`src/rtl/alu_shift_seq.sv`:
```
// Multi-cycle SLL/SRL/SRA sequencer: up to STEP bits per clock; latency 1 + ceil(sh/STEP) from accept.
// One op in flight: req_ready only in IDLE; result holds in DONE until rsp_ready.
module alu_shift_seq #(
    parameter int XLEN = 32,
    parameter int SHW  = 5,
    parameter int STEP = 4
) (
    input  logic            clk,
    input  logic            rst_n,
    input  logic            req_valid,
    output logic            req_ready,
    input  logic [1:0]      req_op,
    input  logic [XLEN-1:0] rs1,
    input  logic [XLEN-1:0] rs2,
    output logic            rsp_valid,
    input  logic            rsp_ready,
    output logic [XLEN-1:0] rd,
    output logic            busy
);

    typedef enum logic [1:0] {IDLE, SHIFT, DONE} state_t;

    localparam logic [1:0] OP_SLL = 2'b00;
    localparam logic [1:0] OP_SRL = 2'b01;
    localparam logic [1:0] OP_SRA = 2'b10;
    localparam logic [1:0] OP_RSV = 2'b11;

    // One extra bit so STEP == XLEN still fits alongside the count.
    localparam logic [SHW:0] STEP_W = (SHW+1)'(STEP);

    state_t          state;
    logic [XLEN-1:0] acc;
    logic [SHW-1:0]  cnt;
    logic [1:0]      op;

    logic [SHW:0]    cnt_ext;
    logic [SHW:0]    n;
    logic [SHW-1:0]  cnt_nxt;
    logic [XLEN-1:0] acc_nxt;
    logic [SHW-1:0]  sh_amt;
    logic            rs2_unused;

    assign sh_amt     = rs2[SHW-1:0];
    assign rs2_unused = ^rs2[XLEN-1:SHW];
    assign req_ready  = rst_n && (state == IDLE);
    assign busy       = (state != IDLE);

    always_comb begin
        cnt_ext = {1'b0, cnt};
        n       = (cnt_ext < STEP_W) ? cnt_ext : STEP_W;
        cnt_nxt = SHW'(cnt_ext - n);
        case (op)
            OP_SLL:  acc_nxt = acc << n;
            OP_SRL:  acc_nxt = acc >> n;
            OP_SRA:  acc_nxt = $unsigned($signed(acc) >>> n);
            default: acc_nxt = acc;
        endcase
    end

    always_ff @(posedge clk) begin
        if (!rst_n) begin
            state     <= IDLE;
            rsp_valid <= 1'b0;
            rd        <= '0;
            acc       <= '0;
            cnt       <= '0;
            op        <= '0;
        end else begin
            case (state)
                IDLE: begin
                    if (req_valid) begin
                        acc <= rs1;
                        cnt <= sh_amt;
                        op  <= req_op;
                        // Zero shifts and the reserved op skip straight to the result.
                        if ((sh_amt == '0) || (req_op == OP_RSV)) begin
                            state     <= DONE;
                            rsp_valid <= 1'b1;
                            rd        <= rs1;
                        end else begin
                            state <= SHIFT;
                        end
                    end
                end
                SHIFT: begin
                    acc <= acc_nxt;
                    cnt <= cnt_nxt;
                    if (cnt_nxt == '0) begin
                        state     <= DONE;
                        rsp_valid <= 1'b1;
                        rd        <= acc_nxt;
                    end
                end
                DONE: begin
                    if (rsp_ready) begin
                        rsp_valid <= 1'b0;
                        state     <= IDLE;
                    end
                end
                default: state <= IDLE;
            endcase
        end
    end

endmodule

```
`config.mk`:
```
export PLATFORM = sky130hd
export DESIGN_NAME = alu_shift_seq
export DESIGN_NICKNAME = d
export VERILOG_FILES = /design/src/rtl/alu_shift_seq.sv
export SDC_FILE = /design/constraint.sdc
export NUM_CORES = 1
export LEC_CHECK = 0
export ABC_AREA = 1
export CAP_MARGIN = 0
export CELL_PAD_IN_SITES_DETAIL_PLACEMENT = 1
export CELL_PAD_IN_SITES_GLOBAL_PLACEMENT = 2
export CORE_ASPECT_RATIO = 1.1
export CORE_MARGIN = 4
export CORE_UTILIZATION = 29
export DETAILED_ROUTE_END_ITERATION = 8
export PLACE_DENSITY_LB_ADDON = 0.08
export SLEW_MARGIN = 20
export SYNTH_ARGS = -nofsm -noshare
export SYNTH_HDL_FRONTEND = slang
export SYNTH_SLANG_ARGS = --single-unit
```
`constraint.sdc`:
```
create_clock -name clk -period 3.4 [get_ports clk]
set_clock_uncertainty 0.2 [all_clocks]
set_input_delay 0.51 -clock clk [delete_from_list [all_inputs] [get_ports clk]]
set_output_delay 0.51 -clock clk [all_outputs]
set_load 0.01 [all_outputs]
```
**Word-level counts from Yosys, hierarchy flattened**

Cells that the tools add are included.

- Add/sub/neg operators: 1
- Multiply operators: 0
- Reduce and logical (&&, ||, !) cells: 14
- Div/mod/pow operators: 0
- Bitwise gates (word level): 0
- Equality and inequality tests: 9
- Muxes and demuxes: 20
- Shift-type cells: 3
- $lt $le $gt $ge: 1

Operators with widths:

| cell | number |
|---|---|
| $mux W32 | 4 |
| $pmux W32 S2 | 2 |
| $pmux W32 S3 | 1 |
| $shl A32 B5 Y32 | 1 |
| $shr A32 B5 Y32 | 1 |
| $sshr A32 B5 Y32 | 1 |
| $logic_not A5 Y1 | 2 |
| $mux W5 | 2 |
| $pmux W5 S2 | 1 |
| $mux W2 | 4 |
| $eq A2 B2 Y1 const B | 3 |
| $ne A2 B2 Y1 const B | 3 |
| $pmux W2 S3 | 1 |
| $lt A5 B3 Y1 const B | 1 |
| $reduce_and A5 Y1 | 1 |
| $sub A5 B5 Y5 | 1 |
| $eq A2 B1 Y1 const B | 2 |
| $logic_not A2 Y1 | 2 |
| $mux W1 | 4 |
| $reduce_and A2 Y1 | 2 |
| $reduce_and A4 Y1 | 1 |
| $reduce_bool A2 Y1 | 2 |
| $pmux W1 S3 | 1 |
| $reduce_and A3 Y1 | 1 |
| 4 further kinds | 4 |

- Word-level logic and storage cells: 54
- Input bits: 70
- Output and inout bits: 35
- Memory bits (writable): 0
- Memories: 0
- Bits in registers: 74
- Memory bits (read-only): 0
- Latch bits: 0

**Logic depth before layout (Yosys ltp)**

- Depth after elaboration: 6
- Gate-level depth with buffers: 17
- Depth with buffers taken out: 16

**Least setup slack after synthesis**

Ideal clock, no wire load.

- Kind: register -> register
- Start point: register cnt[4]
- End point: register rd[12]
- Buffers on the path: 1
- Cell stages (with the launch flop): 15
- Period minus slack after synthesis: 2.218 ns
- Data required time: 3.085 ns
- Library setup time: 0.115 ns
- Slack: 1.182 ns
- Arrival time: 1.903 ns
- Path through: dfxtp_1 -> nor2_8 -> nand2_4 -> nand2_2 -> ha_1 -> a21oi_1 -> nand2_1 -> nor2_1 -> nand3_1 -> nand2_2 -> nand2_1 -> nor2_1 -> buf_4 -> nand3_1 -> and2_1

- Cells in the longest elaborated chain, start to end: 6
- Elaborated cells between the ends (all ways): 12
- Those cells by class: add/sub (1); order compare (1); eq/ne (1); shift (3); mux (4); reduce/logical (2)

RTL lines:

| what | line | text |
|---|---|---|
| start: declaration | 33 | `logic [SHW-1:0] cnt;` |
| start signal: assignment | 73 | `cnt <= sh_amt;` |
| start signal: assignment | 87 | `cnt <= cnt_nxt;` |
| $lt A5 B3 Y1 | 50 | `n = (cnt_ext < STEP_W) ? cnt_ext : STEP_W;` |
| $mux W5 | 50 |  |
| $sshr A32 B5 Y32 (tied with other cells) | 55 | `OP_SRA: acc_nxt = $unsigned($signed(acc) >>> n);` |
| $pmux W32 S3 or $logic_not A5 Y1 (tied branches) | 52, 88 |  |
| $mux W32 or $ne A2 B2 Y1 (tied branches) | n/a |  |
| $pmux W32 S2 or $reduce_and A4 Y1 (tied branches) | n/a |  |
| end signal: assignment | 79 | `rd <= rs1;` |
| end signal: assignment | 91 | `rd <= acc_nxt;` |
| end: declaration | 17 | `output logic [XLEN-1:0] rd,` |

Parallel ways exist; a longest one is shown, timed or not. The select of a mux whose other input is x is not followed.
A chain may end at the register's enable or synchronous reset.

**Final worst setup path**

- Start point: register cnt[2]
- End point: register rd[15]

The elaborated chain is that of the path after synthesis.

==> results_dict.tcl <==
set metrics [dict create \
    grt-ovfl-total 0 \
    p_comb_frac 0.694 \
    n_antenna_cell 0 \
    die_x_um 146 \
    ant_nets 0 \
    hold_viol 0 \
    status "finished clean" \
    slew_violations 0 \
    tns_ns 0 \
    synthTopCellsByArea "dfxtp_1, nand3_1, nand2_1" \
    power.leakage_nw 3.60 \
    clock-sinks 74 \
    postCtsSetupRepairBufs 0 \
    swShare 0.538 \
    die-area_um2 23300 \
    tightest_slew_ns 0.713 \
    crit_type "flop to flop" \
    pwr-share-clk 0.135 \
    crit_fanout 46 \
    setup_viol 0 \
    grt_max_degree 62 \
    cts_tree "built" \
    fin_nets 1199 \
    power.net_switching_mw 4.68 \
    ioPinCount 105 \
    required_ns 3.49 \
    vias 7237 \
    area_growth_pct 22.2 \
    yosysSeqAreaShare 0.244 \
    fin_hold_ws_ns 0.263 \
    grt_pass1_vias 7180 \
    syn_area_um2 6080 \
    worstPathArrival_ns 3.04 \
    synthCells 1085 \
    drtIter0Drc 417 \
    dp_hpwl_mm 18.7 \
    antenna_found_initial 0 \
    cts_resized 0 \
    relSlewSlack 0.525 \
    p_seq_frac 0.172 \
    start_util 0.295 \
    num_rows 55 \
    post-route-period-util 0.867 \
    critPathCaptureType "flop" \
    synth_top_area_frac 0.244 \
    grt_util_all_layers 0.218 \
    layout-drive-gt1-share 0.0530 \
    h-tree-depth 3 \
    vias_per_cell 5.21 \
    clkTransAtPathRegs_ns 0.07 \
    clk-insertion-delay-late_ns 0.35 \
    postCtsHoldBufs 0 \
    grt_first_pass_wirelength_mm 40.9 \
    synth.distinct_cells 34 \
    portBuffers 77 \
    clockRootBuffer "clkbuf_16" \
    post-route-drc-count 0 \
    routedWlPerCell_um 18.6 \
    wl_mm 25.8 \
    drv_cap 0 \
    syn_nets 1156 \
    startpoint_type "flop" \
    coreArea_um2 20600 \
    grt_setup_unrepaired "no" \
    place_congestion 0.868 \
    cts_buffers 9 \
    synth_largest_area_cell "dfxtp_1" \
    clockBufferDepth 2 \
    peakVddDrop_v 0.000376 \
    max_clock_freq_ghz 0.339 \
    period_minus_slack_ns 2.95 \
    yosys_register_bits 74 \
    hp-class "flop to flop" \
    first_pass_iters 5 \
    synth_area_per_cell_um2 5.60 \
    ys_warn_count 0 \
    internal-power_mw 4.01 \
    p_per_area_nw_per_um2 1170 \
    die_h_um 160 \
]
cell usage in the layout, fill, tap and decap left out, types with 10 or more instances in the layout:
cell,instances
inv_1,121
nor2_1,51
nand2_1,285
and2_1,17
buf_4,25
o21ai_0,15
o21ai_1,10
dfxtp_1,74
clkdlybuf4s50_1,77
nand4_1,35
nand3_1,259
a21oi_1,111
per-layer routing:
layer | global-route usage | part of all wire | up-vias
li1 | - | - | 3654
met1 | 0.323 | 0.51 | 3412
met2 | 0.330 | 0.43 | 148
met3 | 0.0355 | 0.047 | 23
met4 | 0.0526 | 0.015 | 0
met5 | 0 | 0 | -
power by group through the flow:
| stage | registers, mW | logic [mW] | clock network [mW] |
|---|---|---|---|
| 2_1_floorplan | 1.54 | 3.92 | 0 |
| 3_3_place_gp | 1.51 | 5.96 | 0 |
| 3_5_place_dp | 1.51 | 6.00 | 0 |
| 4_1_cts | 1.50 | 6.04 | 1.20 |
| 5_1_grt | 1.55 | 6.73 | 1.24 |
| 6_report | 1.49 | 6.02 | 1.17 |
worst max-delay path, stage by stage, from the launching register on:
cell and delay (ns):
dfxtp_1 0.32, inv_2 0.42, nand2_4 0.14, nand2_2 0.12, ha_1 0.26, a21oi_1 0.13, nand2_1 0.06, nor2_1 0.10
nand3_1 0.10, nand2_2 0.16, nand3_4 0.43, a21oi_1 0.30, and2_1 0.14
stage by stage:
step / utilization / setup WS (ns) / cells / instance area (um^2) / total power [mW]
3_5_place_dp: 0.344 / 0.450 / 1373 / 7080 / 7.51
2_1_floorplan: - / 1.18 / 1085 / 6080 / 5.45
3_3_place_gp: 0.344 / 0.488 / 1373 / 7080 / 7.47
4_1_cts: 0.361 / 0.436 / 1388 / 7420 / 8.73
5_1_grt: 0.361 / 0.165 / 1388 / 7420 / 9.52
6_report: 0.361 / 0.452 / 1388 / 7420 / 8.69
logic make-up (layout without fill, tap and decap cells):
kind of cell,Yosys count,count (layout),share of synthesized area
compound gates,145,145,0.123
fa+ha+maj,1,1,0.00206
buf+inv,202,249,0.134
flops,74,74,0.244
other cells,1,1,0.000617
simple gates,662,662,0.496
Yosys cell counts, drive strengths merged:
| library cell | count |
|---|---|
| nand4 | 35 |
| dfxtp | 74 |
| or2 | 1 |
| nand2 | 288 |
| inv | 127 |
| nand3b | 2 |
| o21ai | 25 |
| buf | 38 |
| a221oi | 2 |
| o22ai | 1 |
| nand3 | 262 |
| conb | 1 |
| clkbuf | 35 |
| a31oi | 1 |
| and2 | 17 |
| nor2 | 55 |
| nor3 | 2 |
| a41oi | 1 |
| clkinv | 2 |
| o21bai | 2 |
| ha | 1 |
| a21oi | 111 |
| o211ai | 2 |
path summary, 6_finish.rpt:
path	to	slack, ns	cells after the start	from
worst min register to register	rsp_valid	0.26	2	rsp_valid
worst max-delay path	rd[15]	0.45	12	cnt[2]
worst max register to register	rd[15]	0.45	12	cnt[2]
worst min-delay path	rsp_valid	0.26	2	rsp_valid
final cells by class:
type | instances | area, um^2
Clock buffer | 9 | 225
Fill cell | 2743 | 13200
Clock inverter | 6 | 115
Multi-Input combinational cell | 809 | 3780
Inverter | 129 | 484
Tap cell | 256 | 320
Sequential cell | 74 | 1480
Timing Repair Buffer | 105 | 1020
flip-flops by register name (all words and copies together) (netlist names):
name       count
acc           32
state          2
op             2
rd            32
cnt            5
rsp_valid      1
No activity file was read; power rests on OpenSTA's default activity.
